File: src/rtl/cgra_sram_bank_ctrl.sv
// Round-robin front end for one single-port CGRA SRAM bank, with idle-driven retention control.
// Latency: grant is combinational in the request cycle; response valid follows one cycle later.
// Backpressure: a requester holds req/payload until gnt; nothing is granted in RETENTIVE or WAKE.
module cgra_sram_bank_ctrl #(
    parameter int unsigned NumPorts   = 4,
    parameter int unsigned NumWords   = 1024,
    parameter int unsigned IdleCycles = 16,
    parameter int unsigned WakeCycles = 2,
    parameter int unsigned AddrWidth  = (NumWords > 1) ? $clog2(NumWords) : 1
) (
    input  logic                          clk_i,
    input  logic                          rst_i,
    input  logic [NumPorts-1:0]           port_req_i,
    input  logic [NumPorts-1:0]           port_we_i,
    input  logic [NumPorts*AddrWidth-1:0] port_addr_i,
    input  logic [NumPorts*32-1:0]        port_wdata_i,
    input  logic [NumPorts*4-1:0]         port_be_i,
    output logic [NumPorts-1:0]           port_gnt_o,
    output logic [NumPorts-1:0]           port_rvalid_o,
    output logic [NumPorts*32-1:0]        port_rdata_o,
    output logic                          mem_req_o,
    output logic                          mem_we_o,
    output logic [AddrWidth-1:0]          mem_addr_o,
    output logic [31:0]                   mem_wdata_o,
    output logic [3:0]                    mem_be_o,
    output logic                          mem_set_retentive_o,
    input  logic [31:0]                   mem_rdata_i,
    input  logic                          retention_en_i,
    output logic                          retentive_o
);

    localparam int unsigned PtrW  = $clog2(NumPorts);
    localparam int unsigned IdleW = $clog2(IdleCycles + 1);
    localparam int unsigned WakeW = (WakeCycles > 1) ? $clog2(WakeCycles) : 1;

    localparam logic [IdleW-1:0] IdleMax  = IdleW'(IdleCycles);
    localparam logic [IdleW-1:0] IdleLast = IdleW'(IdleCycles - 1);
    localparam logic [WakeW-1:0] WakeLast = WakeW'(WakeCycles - 1);
    localparam logic [PtrW-1:0]  PtrLast  = PtrW'(NumPorts - 1);

    typedef enum logic [1:0] {
        ST_ACTIVE    = 2'd0,
        ST_RETENTIVE = 2'd1,
        ST_WAKE      = 2'd2
    } state_e;

    state_e           state_q, state_d;
    logic [PtrW-1:0]  rr_ptr_q, rr_ptr_d;
    logic [IdleW-1:0] idle_cnt_q, idle_cnt_d;
    logic [WakeW-1:0] wake_cnt_q, wake_cnt_d;
    logic             rvalid_q;
    logic [PtrW-1:0]  resp_port_q;

    logic             any_req;
    logic             win_found;
    logic [PtrW-1:0]  win_idx;
    logic             grant_en;

    assign any_req  = |port_req_i;
    assign grant_en = (state_q == ST_ACTIVE) && win_found;

    // Round-robin scan: first requester at or above the pointer, wrapping around.
    always_comb begin
        int unsigned idx;
        idx       = 0;
        win_found = 1'b0;
        win_idx   = '0;
        for (int unsigned i = 0; i < NumPorts; i++) begin
            idx = 32'(rr_ptr_q) + i;
            if (idx >= NumPorts) begin
                idx = idx - NumPorts;
            end
            if (!win_found && port_req_i[idx]) begin
                win_found = 1'b1;
                win_idx   = PtrW'(idx);
            end
        end
    end

    // Steer the winner's payload to the bank; bank side idles at zero otherwise.
    always_comb begin
        port_gnt_o  = '0;
        mem_req_o   = 1'b0;
        mem_we_o    = 1'b0;
        mem_addr_o  = '0;
        mem_wdata_o = '0;
        mem_be_o    = '0;
        if (grant_en) begin
            port_gnt_o[win_idx] = 1'b1;
            mem_req_o           = 1'b1;
            mem_we_o            = port_we_i[win_idx];
            mem_addr_o          = port_addr_i[32'(win_idx)*AddrWidth +: AddrWidth];
            mem_wdata_o         = port_wdata_i[32'(win_idx)*32 +: 32];
            mem_be_o            = port_be_i[32'(win_idx)*4 +: 4];
        end
    end

    // Response valid is one-hot on the port granted in the previous cycle.
    always_comb begin
        port_rvalid_o = '0;
        if (rvalid_q) begin
            port_rvalid_o[resp_port_q] = 1'b1;
        end
    end

    // Read data is broadcast; only the port with rvalid consumes it.
    assign port_rdata_o = {NumPorts{mem_rdata_i}};

    assign mem_set_retentive_o = (state_q == ST_RETENTIVE);
    assign retentive_o         = (state_q == ST_RETENTIVE);

    // Next-state logic: pointer advance, idle/wake counting and retention transitions.
    always_comb begin
        state_d    = state_q;
        rr_ptr_d   = rr_ptr_q;
        idle_cnt_d = idle_cnt_q;
        wake_cnt_d = wake_cnt_q;

        if (grant_en) begin
            rr_ptr_d = (win_idx == PtrLast) ? '0 : PtrW'(win_idx + 1'b1);
        end

        case (state_q)
            ST_ACTIVE: begin
                if (any_req) begin
                    idle_cnt_d = '0;
                end else if (idle_cnt_q != IdleMax) begin
                    idle_cnt_d = idle_cnt_q + 1'b1;
                end
                // An in-flight response must land before the bank is put to sleep.
                if ((idle_cnt_q == IdleLast) && !any_req && retention_en_i && !rvalid_q) begin
                    state_d = ST_RETENTIVE;
                end
            end
            ST_RETENTIVE: begin
                if (any_req || !retention_en_i) begin
                    state_d    = ST_WAKE;
                    wake_cnt_d = '0;
                end
            end
            ST_WAKE: begin
                if (wake_cnt_q == WakeLast) begin
                    state_d    = ST_ACTIVE;
                    idle_cnt_d = '0;
                    wake_cnt_d = '0;
                end else begin
                    wake_cnt_d = wake_cnt_q + 1'b1;
                end
            end
            default: begin
                state_d = ST_ACTIVE;
            end
        endcase
    end

    // State, pointer and counter registers.
    always_ff @(posedge clk_i or posedge rst_i) begin
        if (rst_i) begin
            state_q    <= ST_ACTIVE;
            rr_ptr_q   <= '0;
            idle_cnt_q <= '0;
            wake_cnt_q <= '0;
        end else begin
            state_q    <= state_d;
            rr_ptr_q   <= rr_ptr_d;
            idle_cnt_q <= idle_cnt_d;
            wake_cnt_q <= wake_cnt_d;
        end
    end

    // Response tracking: every grant, read or write, produces one rvalid next cycle.
    always_ff @(posedge clk_i or posedge rst_i) begin
        if (rst_i) begin
            rvalid_q    <= 1'b0;
            resp_port_q <= '0;
        end else begin
            rvalid_q <= grant_en;
            if (grant_en) begin
                resp_port_q <= win_idx;
            end
        end
    end

endmodule
File: config.mk
export PLATFORM = sky130hd
export DESIGN_NAME = cgra_sram_bank_ctrl
export DESIGN_NICKNAME = d
export VERILOG_FILES = /design/src/rtl/cgra_sram_bank_ctrl.sv
export SDC_FILE = /design/constraint.sdc
export NUM_CORES = 1
export LEC_CHECK = 0
export CORE_AREA = 2 2 160 162
export CTS_CLUSTER_DIAMETER = 150
export DETAILED_ROUTE_END_ITERATION = 10
export DIE_AREA = 0 0 162 164
export GPL_TIMING_DRIVEN = 0
export SLEW_MARGIN = 10
export SYNTH_ARGS = -nofsm -noshare
export SYNTH_HDL_FRONTEND = slang
export SYNTH_SLANG_ARGS = --single-unit
File: constraint.sdc
create_clock -name clk_i -period 2.5 [get_ports clk_i]
set_input_delay 0.625 -clock clk_i [delete_from_list [all_inputs] [get_ports clk_i]]
set_output_delay 0.625 -clock clk_i [all_outputs]
set_load 0.01 [all_outputs]
; After elaboration in Yosys (flattened, before gate mapping)
; Index checks and enable logic that the tools add are counted.
[word_totals]
wordCells = 109
inputBits = 227
out_inout_bits = 186
register_bits = 13
[op_classes]
shifts = 3
multipliers = 1
n_eq_ne = 9
muxes = 45
magnitude_cmp = 12
reduce_logical = 23
addsub = 10
[ops]
columns = op, n
row1 = two-way mux 32 bit, 5
row2 = < comparator 32 x 3 -> 1 bit (second input constant), 4
row3 = variable part select 128 x 8 -> 32 bit, 1
row4 = variable part select 40 x 7 -> 10 bit, 1
row5 = two-way mux 2 bit, 8
row6 = variable part select 16 x 5 -> 4 bit, 1
row7 = two-way mux 1 bit, 15
row8 = two-way mux 5 bit, 3
row9 = two-way mux 4 bit, 3
row10 = subtractor 3 x 3 -> 4 bit (second input constant), 3
row11 = binary-select mux 1 bit (select 2 bit), 5
row12 = two-way mux 10 bit, 1
row13 = case mux 5 bit (2 select lines), 1
row14 = greater-or-equal comparator 3 bit (second input constant), 3
row15 = logical AND 1 bit, 9
row16 = adder 2 x 2 -> 3 bit (second input constant), 2
row17 = logical NOT 1 bit, 6
row18 = < comparator 2 x 3 -> 1 bit (second input constant), 2
row19 = case mux 2 bit (3 select lines), 1
row20 = AND reduction 3 bit, 2
row21 = adder 5 x 1 -> 5 bit (second input constant), 1
row22 = equality test 5 x 4 -> 1 bit (second input constant), 1
row23 = multiplier 2 x 3 -> 5 bit (second input constant), 1
row24 = != test 5 bit (second input constant), 1
row25 = other kinds (18), 23

; Depth between registers and ports, before layout
; Gate-level depths: netlist (run 1).
[logic_depth]
ltp_word = 19
ltp_mapped = 10
mapped_depth_nobuf = 7

; Worst setup path after synthesis (run 1)
; Ideal clock, no wire load.
[synth_timing]
path_kind = input-to-output
startpoint = input port_req_i[2]
endpoint = output mem_addr_o[0]
path_stages = 7
path_buffers = 1
setup_slack_ns = 0.055
required_ns = 1.875
arrival_ns = 1.820
path_cell_list = nor4_2 inv_2 nand2_4 inv_2 nand2b_1 clkbuf_1 o22ai_1
[synth_between]
elab_chain_len = 15
elab_cells_between_ends = 26
cone_classes = mul: 1 / shift: 1 / mux: 17 / reduce/logical: 7
[synth_lines]
columns = element, line_no
row1 = "start, declared", 13  ; input logic [NumPorts-1:0] port_req_i,
row2 = binary-select mux 1 bit (select 2 bit), 73  ; if (!win_found && port_req_i[idx]) begin
row3 = two-way mux 1 bit (implied by the code), 73
row4 = two-way mux 1 bit, 73
row5 = logical NOT 1 bit, 73
row6 = logical AND 1 bit, 73
row7 = two-way mux 1 bit, 73
row8 = logical NOT 1 bit, 73
row9 = logical AND 1 bit, 73
row10 = two-way mux 1 bit, 73
row11 = logical NOT 1 bit, 73
row12 = logical AND 1 bit, 73
row13 = two-way mux 2 bit, 73
row14 = multiplier 2 x 3 -> 5 bit, 92  ; mem_addr_o = port_addr_i[32'(win_idx)*AddrWidth +: AddrWidth];
row15 = variable part select 40 x 7 -> 10 bit, 92
row16 = two-way mux 10 bit *, 88  ; if (grant_en) begin
row17 = "end, declared", 23  ; output logic [AddrWidth-1:0] mem_addr_o,
; Every way passes the cells marked *; elsewhere a longest branch is shown, timed or not. The select of a mux whose other input is x is not followed.

; Worst setup path after layout (run 1)
[layout_timing]
startpoint = input port_req_i[1]
endpoint = output mem_wdata_o[20]
[layout_between]
elab_chain_len = 14
elab_cells_between_ends = 25
cone_classes = shift: 1 / mux: 17 / reduce/logical: 7
[layout_lines]
columns = element, line_no
row1 = binary-select mux 1 bit (select 2 bit), 73
row2 = two-way mux 1 bit (implied by the code), 73
row3 = two-way mux 1 bit, 73
row4 = logical NOT 1 bit, 73
row5 = logical AND 1 bit, 73
row6 = two-way mux 1 bit, 73
row7 = logical NOT 1 bit, 73
row8 = logical AND 1 bit, 73
row9 = two-way mux 1 bit, 73
row10 = logical NOT 1 bit, 73
row11 = logical AND 1 bit, 73
row12 = two-way mux 2 bit or two-way mux 1 bit (tied branches), 73
row13 = variable part select 128 x 8 -> 32 bit or logical AND 1 bit (tied branches), "93, 60"
row14 = two-way mux 32 bit *, 88
row15 = "end, declared", 24  ; output logic [31:0] mem_wdata_o,
; Marked as above.

==> impl_metrics.ini, run 1 <==
[status]
status = finished, violations left
violations = setup timing

[hold_path]
holdPathStages = 1
hp-class = flop to flop
hp-start = wake_cnt_q
min_to = state_q[1]

[critical_path]
ff2ff_path_depth = 9
end_kind = primary output
required_ps = 1880
reg2reg_from = rr_ptr_q[0]
worstSetupPathType = input port to primary output
start_kind = input port
worstPathArrival_ps = 2140
regToRegSetupSlack_ps = 680
rr_endpoint = rr_ptr_q[0]
cp_max_fo = 7

[final_layout]
fin_util_pct = 32.7
regArea_sq_um = 325
fin_nets = 1030
multiInputGateArea_sq_um = 1950
fin_cells = 1130
areaGrowthSynthToFinish_pct = 159
layout_commonest_cell = clkdlybuf4s50_1
layout-drive-gt1-share_pct = 35.3
final_cell_mix = 324 x clkdlybuf4s50_1, 141 x buf_4, 80 x mux2i_1
final_area_sq_um = 8130
fillers = 2658

[power_and_ir_drop]
p_per_area_nw_per_um2 = 640
power_mw = 5.20
irDropWorstVdd_mv = 0.280
leakagePower_nw = 3.64

[timing]
final_hold_viol_count = 0
relSlewSlack_pct = 65.1
whs_ps = 478
fin_tns_setup_ps = -8400
fin_crit_ps = 2760
finalClockSkew_ps = 3.85
finalCritPeriodShare_pct = 111
setup_viol = 50
tightest_slew_ps = 522
post-route-worst-setup-slack_ps = -264
finalMaxSlewViolations = 0
timing.fmax_ghz = 0.362
rsz0062_at_grt = yes

[synth]
syn_avg_cell_area_sq_um = 8.12
synth_area_leaders = buf_4 33%, mux2i_1 30%, dfrtp_1 10%
yosys_warnings = 0
netlist_area_sq_um = 3130
yosys_register_bits = 13
syn_inst = 386
syn_nets = 617
yosys.area.top_type_share_pct = 32.6
synth_seq_area_share_pct = 10.4
yosysUniqueCellTypes = 31
yosys.area.top_type = buf_4

[clock_tree]
numCtsBuffers = 3
cts-root-buf = clkbuf_16
clk_latency_ps = 250
cts_htree_levels = 1
cts_buffer_depth = 2
cts.reportedPaths.clkPinSlew_ps = 50
hold_buffers = 0
cts_tree = done
numClockSinks = 13

[place]
globalplace.congestion = 0.744
placed_cells = 1096
hpwlAfterDp_um = 14700
io_buffers = 380
dpl_cell_area_sq_um = 7350
pre_cts_ws_ps = -1580

[grt]
grt_pass1_vias = 4261
overflow = 0
grt_pass1_wl_um = 25000
grt_usage_pct = 12.3
grt_max_degree = 14
grt_antenna_before_repair = 2

[drt]
dr.pass1.iters = 4
vias_per_cell = 3.72
wire_per_inst_um = 16.1
ant_nets = 0
first_iter_violations = 114
drt-total-wl_um = 18200
drc_errors = 0
num_vias = 4201

[floorplanning]
dieArea_sq_um = 26600
ioPinCount = 413
die_x_um = 162
core_area_sq_um = 24800
fp.dieH_um = 164
start_util_pct = 12.6
rows = 58

[flow_run]
max_cap_violations = 0
registers in the layout, summed over array words and instances, names as in the netlist:
name	count
wake_cnt_q	1
rr_ptr_q	2
rvalid_q	1
resp_port_q	2
idle_cnt_q	5
state_q	2
timing repair:
action                     4_1_cts  5_1_grt
buffers inserted                21        6
hold endpoints to repair         0        0
setup endpoints to repair       54       52
gates cloned                     7        0
pin swaps                       22       24
gates resized for setup        325       47
synthesized netlist by cell type (all sizes together):
| master | count |
|---|---|
| nor3 | 6 |
| nand2 | 17 |
| inv | 13 |
| mux2i | 94 |
| a211oi | 1 |
| nor2b | 1 |
| o22ai | 49 |
| ha | 4 |
| nand3 | 2 |
| buf | 147 |
| nor4b | 1 |
| o21ai | 6 |
| nand2b | 6 |
| a32o | 1 |
| nor4 | 1 |
| clkbuf | 3 |
| a211o | 2 |
| and3 | 3 |
| nor3b | 2 |
| o31ai | 1 |
| and2 | 1 |
| dfrtp | 13 |
| a21oi | 6 |
| nor2 | 6 |
cell families after synthesis:
| group | after synthesis | share of synthesized area (%) |
|---|---|---|
| buf+inv | 163 | 37.0 |
| mux | 94 | 30.0 |
| compound gates | 66 | 13.2 |
| simple gates | 46 | 7.78 |
| flops | 13 | 10.4 |
| fa+ha+maj | 4 | 1.60 |
layout make-up:
class | count | area share, %
plain buffers | 148 | 15.8
well taps | 330 | 5.08
repair buffers | 410 | 49.4
inverters | 13 | 0.724
clock buffers | 3 | 0.924
diodes | 2 | 0.0616
flip-flops and latches | 13 | 4.00
clock inverters | 1 | 0.0616
multi-input cells | 210 | 24.0
report_power, final:
group	switching, mW	internal, mW
Clock	0.0965	0.213
Combinational	1.98	2.61
Sequential	0.0511	0.250
Total	2.13	3.07
worst max-delay path: stages:
cell and delay (ps):
buf_8 90, nand2b_4 110, a21oi_2 40, a211o_1 290, buf_8 160, buf_8 140
bufbuf_16 270, mux2i_1 120, o22ai_1 140, buf_2 160
metal layers:
metal	global-route usage, %	vias up	wire [um]
met2	23.1	193	9600
li1	-	2068	-
met5	0	-	0
met3	2.25	5	1120
met4	1.73	0	109
met1	15.0	1935	7370
how the worst max path moves through the flow:
stage | slack (ps) | cells past startpoint | end | startpoint
finish | -260 | 10 | mem_wdata_o[20] | port_req_i[1]
global route | -360 | 9 | mem_wdata_o[20] | rr_ptr_q[0]
CTS | -300 | 11 | mem_wdata_o[28] | port_req_i[2]
detailed placement | -1580 | 9 | mem_wdata_o[10] | port_req_i[3]
global placement | -1580 | 9 | mem_wdata_o[10] | port_req_i[3]
floorplan | 50 | 7 | mem_addr_o[0] | port_req_i[2]
No activity file was read; power rests on OpenSTA's default activity.
==> run 2: changes to the inputs <==
--- a/config.mk
+++ b/config.mk
@@ -6,9 +6,9 @@
 export NUM_CORES = 1
 export LEC_CHECK = 0
 export CORE_AREA = 2 2 160 162
-export CTS_CLUSTER_DIAMETER = 150
 export DETAILED_ROUTE_END_ITERATION = 10
 export DIE_AREA = 0 0 162 164
+export GPL_ROUTABILITY_DRIVEN = 0
 export GPL_TIMING_DRIVEN = 0
 export SLEW_MARGIN = 10
 export SYNTH_ARGS = -nofsm -noshare
==> results of run 2 <==
The final DEF is identical to that of run 1; final timing and power are the same.
